==> src/rtl/alu_multicycle_exec.sv <==
// alu_multicycle_exec: execute stage with single-cycle ALU ops and bit-serial shifts under a start/busy/done handshake.
module alu_multicycle_exec #(
  parameter int DATA_WIDTH  = 32,
  parameter int SHAMT_WIDTH = 5
) (
  input  logic                  clk,
  input  logic                  reset,
  input  logic                  start_i,
  input  logic [3:0]            ALU_Operation_i,
  input  logic [DATA_WIDTH-1:0] A_i,
  input  logic [DATA_WIDTH-1:0] B_i,
  output logic                  busy_o,
  output logic                  done_o,
  output logic [DATA_WIDTH-1:0] ALU_Result_o,
  output logic                  Zero_o
);
  localparam logic [1:0] IDLE  = 2'd0;
  localparam logic [1:0] SHIFT = 2'd1;
  localparam logic [1:0] DONE  = 2'd2;
  logic [1:0]             state;
  logic [DATA_WIDTH-1:0]  work;
  logic [SHAMT_WIDTH-1:0] cnt;
  logic                   left;
  logic [SHAMT_WIDTH-1:0] shamt;
  logic                   is_shift;
  logic [DATA_WIDTH-1:0]  op_res;
  logic [DATA_WIDTH-1:0]  work_next;
  always_comb begin
    shamt     = B_i[SHAMT_WIDTH-1:0];
    is_shift  = (ALU_Operation_i == 4'b0110) || (ALU_Operation_i == 4'b0111);
    op_res    = (ALU_Operation_i == 4'b0000) ? A_i + B_i :
                (ALU_Operation_i == 4'b0001) ? A_i - B_i :
                (ALU_Operation_i == 4'b0010) ? A_i & B_i :
                (ALU_Operation_i == 4'b0011) ? A_i | B_i :
                (ALU_Operation_i == 4'b0101) ? B_i :
                is_shift ? A_i : '0;
    work_next = left ? work << 1 : work >> 1;
  end
  // a zero shift amount completes like a single-cycle op, returning A unchanged
  always_ff @(posedge clk or posedge reset) begin
    if (reset) begin
      state        <= IDLE;
      work         <= '0;
      cnt          <= '0;
      left         <= 1'b0;
      ALU_Result_o <= '0;
    end else begin
      case (state)
        IDLE: if (start_i) begin
          if (is_shift && shamt != '0) begin
            work  <= A_i;
            cnt   <= shamt;
            left  <= ALU_Operation_i[0];
            state <= SHIFT;
          end else begin
            ALU_Result_o <= op_res;
            state        <= DONE;
          end
        end
        SHIFT: begin
          work <= work_next;
          cnt  <= cnt - SHAMT_WIDTH'(1);
          if (cnt == SHAMT_WIDTH'(1)) begin
            ALU_Result_o <= work_next;
            state        <= DONE;
          end
        end
        default: state <= IDLE;
      endcase
    end
  end
  assign busy_o = state != IDLE;
  assign done_o = state == DONE;
  assign Zero_o = ALU_Result_o == '0;
endmodule

==> config.mk <==
export PLATFORM = sky130hd
export DESIGN_NAME = alu_multicycle_exec
export DESIGN_NICKNAME = d
export VERILOG_FILES = /design/src/rtl/alu_multicycle_exec.sv
export SDC_FILE = /design/constraint.sdc
export NUM_CORES = 1
export LEC_CHECK = 0
export BUFFER_PORTS_ARGS = -buffer_cell sky130_fd_sc_hd__buf_2
export CAP_MARGIN = 20
export CORE_ASPECT_RATIO = 1.2
export CORE_MARGIN = 1
export CORE_UTILIZATION = 55
export CTS_CLUSTER_DIAMETER = 200
export DETAILED_ROUTE_END_ITERATION = 12
export GPL_ROUTABILITY_DRIVEN = 0
export PLACE_DENSITY_LB_ADDON = 0.12
export SYNTH_ARGS = -nofsm -noshare
export SYNTH_HDL_FRONTEND = slang
export SYNTH_SLANG_ARGS = --single-unit
==> constraint.sdc <==
create_clock -name clk -period 3.02 [get_ports clk]
set_clock_uncertainty 0.2 [all_clocks]
set_input_delay 0.453 -clock clk [delete_from_list [all_inputs] [get_ports clk]]
set_output_delay 0.453 -clock clk [all_outputs]
set_load 0.02 [all_outputs]
==> flow_metrics.tcl <==
set metrics [dict create \
    status "finished with violations" \
    violations "setup timing" \
    overflow 0 \
    yosysMostFrequentCell "nand2_1" \
    io_buffers 105 \
    hold_start "A_i[30]" \
    start_util_pct 56.98 \
    regToRegStartpoint "cnt[2]" \
    max_slew_margin_pct 57.08 \
    crit_path_max_fanout 4 \
    crit_type "input pin to flip-flop" \
    cp_slowest_cell "o211ai_1" \
    synth_edf_count 0 \
    h-tree-depth 3 \
    synth_nets 1433 \
    synth_top_area_cell "dfrtp_1" \
    syn_area_per_cell_um2 7.141 \
    grt_usage_pct 42.48 \
    layout_min_cycle_time_ns 3.098 \
    finalCritPeriodShare_pct 102.6 \
    pre_cts_ws_ns -0.5705 \
    gr-usage-met3_pct 11.70 \
    clock_latency_ns 0.34 \
    nNetsFinal 1724 \
    slowest_delay_ns 0.43 \
    finalSetupViolations 4 \
    cp-start-kind "input pin" \
    cts-root-buf "clkbuf_16" \
    cts_tree "built" \
    slew_violations 0 \
    synthTopCellsByArea "dfrtp_1, ha_1, a21oi_1" \
    r2r_cells 11 \
    syn_inst 1263 \
    ir_worst_vdd_uv 445.4 \
    grt_pass1_vias 10510 \
    arrival_ns 3.12 \
    setup_slack_ns -0.07791 \
    worstHoldEndpoint "work[30]" \
    yosysSeqAreaShare_pct 19.98 \
    fmax_ghz 0.3228 \
    die_y_um 142.3 \
    yosys_most_used_dff "dfrtp_1" \
    synthArstFlopShare_pct 100.0 \
    ys_ff_latch 72 \
    rrSetupSlack_ns 0.33 \
    synth.yosys.warnings 0 \
    synth_common_cells "nand2_1, a21oi_1, o21ai_0" \
    first_pass_iters 7 \
    detailed_place_hpwl_um 26920 \
    antenna_found_initial 1 \
    drive_gt1_share_pct 31.62 \
    core_area_mm2 0.01583 \
    leakagePower_nw 5.855 \
    wl_um 37720 \
    avgViaCountPerCell 6.549 \
    antenna_left 0 \
    remaining_drc_errors 0 \
    netlist_area_mm2 0.009019 \
    grt_busiest_layer "met2" \
    crit_path_end_kind "flip-flop" \
    grt_max_degree 82 \
    io_pins 106 \
    gr-usage-met2_pct 65.62 \
    power.density_mw_per_mm2 547.4 \
    drtIter0Drc 1509 \
    syn_to_final_growth_pct 39.89 \
    detail_route.wl_per_cell_um 21.34 \
    hold_depth 3 \
    grt_pass1_wl_um 55540 \
    hold_ws_ns 0.2753 \
    vias 11580 \
    die_w_um 118.9 \
    hold_violations 0 \
    cts-buffers-inserted 9 \
    cts.clk_slew.worst_paths_ns 0.06 \
    p_total_mw 6.906 \
    grt_use_met1_pct 54.74 \
    row_count 50 \
    worst_pin_slew_ns 0.6379 \
    yosysTopAreaCellShare_pct 19.98 \
    cap_violations 0 \
    clock_sinks 72 \
    synth_cell_type_count 71 \
    hp-class "input pin to flip-flop" \
    r2r-end "ALU_Result_o[20]" \
    crit_chain "buf_2 > inv_2 > ha_4 > buf_6 > buf_4 > nand2_1 > o211ai_1 > nand3_1 > a21oi_4 > buf_4 > a21oi_1 > o21ai_0 > xnor2_1 > a21oi_2 > buf_4 > a21oi_1" \
    crit_required_ns 3.04 \
    ctsLongestPathBuffers 2 \
    crit_top_cell "buf_4" \
    dieArea_mm2 0.01692 \
]
## metrics by stage
stage	area (µm²)	std cells	TNS [ns]	utilization, %
after floorplan	9145	1263	-0.02241	-
after global placement	11640	1743	-6.388	73.57
after detailed placement	11640	1743	-7.695	73.57
after CTS	12090	1763	-0.02929	76.39
after global routing	12610	1767	-0.4451	79.69
final	12620	1768	-0.2151	79.71
## timing repair
item | in CTS | in global routing
setup buffers | 3 | 5
resized for setup | 19 | 95
gates cloned | 0 | 0
pin swaps | 5 | 46
hold buffers | 1 | 0
endpoints found under the hold margin | 23 | 0
endpoints found under the setup margin | 14 | 20
## logic make-up after synthesis
kind of cell	share of synthesized area, %
flip-flops	19.98
adder cells (fa/ha/maj)	13.90
buffers and inverters	8.379
AND/OR/NAND/NOR	19.20
multiplexers	2.386
AO/OA/AOI/OAI	33.34
XOR/XNOR	2.816
## layout by cell type, fill, tap and decap left out, drive strengths merged, types with 5 or more instances in the layout
master   instances
a22o            10
nand4            9
a2111oi          6
o41ai            5
o211ai          11
xnor2           16
a31oi           17
a211oi          30
or4              5
buf            370
dfrtp           72
a21oi          139
o22ai            6
nand2b          10
o21ai          124
a221o            6
nor2            77
xor2            13
nor2b           23
ha              97
nand2          147
mux2i           20
or3              5
nor3            23
a32oi           11
clkbuf          12
a21o            11
or2              5
o31ai           33
a221oi          13
nor4            23
nand3           27
o21bai           9
a22oi            9
inv            105
## sequential cells by signal, indices dropped and copies added (netlist names)
register and count:
left 1, cnt 5, work 32, ALU_Result_o 32, state 2
## critical path: cells and delay by family
| kind | cells | cell delay [ns] |
|---|---|---|
| buf+inv | 6 | 0.70 |
| xor+xnor | 1 | 0.12 |
| compound gates | 6 | 1.26 |
| simple gates | 2 | 0.32 |
| fa+ha+maj | 1 | 0.26 |
## where the power goes
| part | switching [mW] | internal (mW) | leakage [nW] |
|---|---|---|---|
| Clock | 0.414 | 0.707 | 0.155 |
| Combinational | 2.34 | 1.59 | 4.80 |
| Sequential | 0.446 | 1.42 | 0.897 |
| Total | 3.20 | 3.71 | 5.85 |
## final cells by class
type                    count  area (µm²)
diodes                      1       2.502
clock buffers              12       266.5
clock inverters             4       51.30
fillers                  1103        3212
inverters                 106       415.4
multi-input cells         994        7134
flip-flops and latches     72        1803
well taps                 208       260.3
repair buffers            371        2683
## per-layer routing
metal / share of wire (%) / vias up
li1: - / 5149
met1: 39 / 5371
met2: 43 / 852
met3: 12 / 206
met4: 5.7 / 0
met5: 0 / -
## how the worst max path moves through the flow
stage            from               end  depth (start not counted)
3_5_place_dp   B_i[3]  ALU_Result_o[14]                         12
6_report       A_i[4]  ALU_Result_o[20]                         16
2_1_floorplan  B_i[7]  ALU_Result_o[31]                         11
5_1_grt        A_i[4]  ALU_Result_o[20]                         16
3_3_place_gp   B_i[3]  ALU_Result_o[14]                         12
4_1_cts        A_i[0]  ALU_Result_o[28]                         12
No activity file was read; power rests on OpenSTA's default activity.
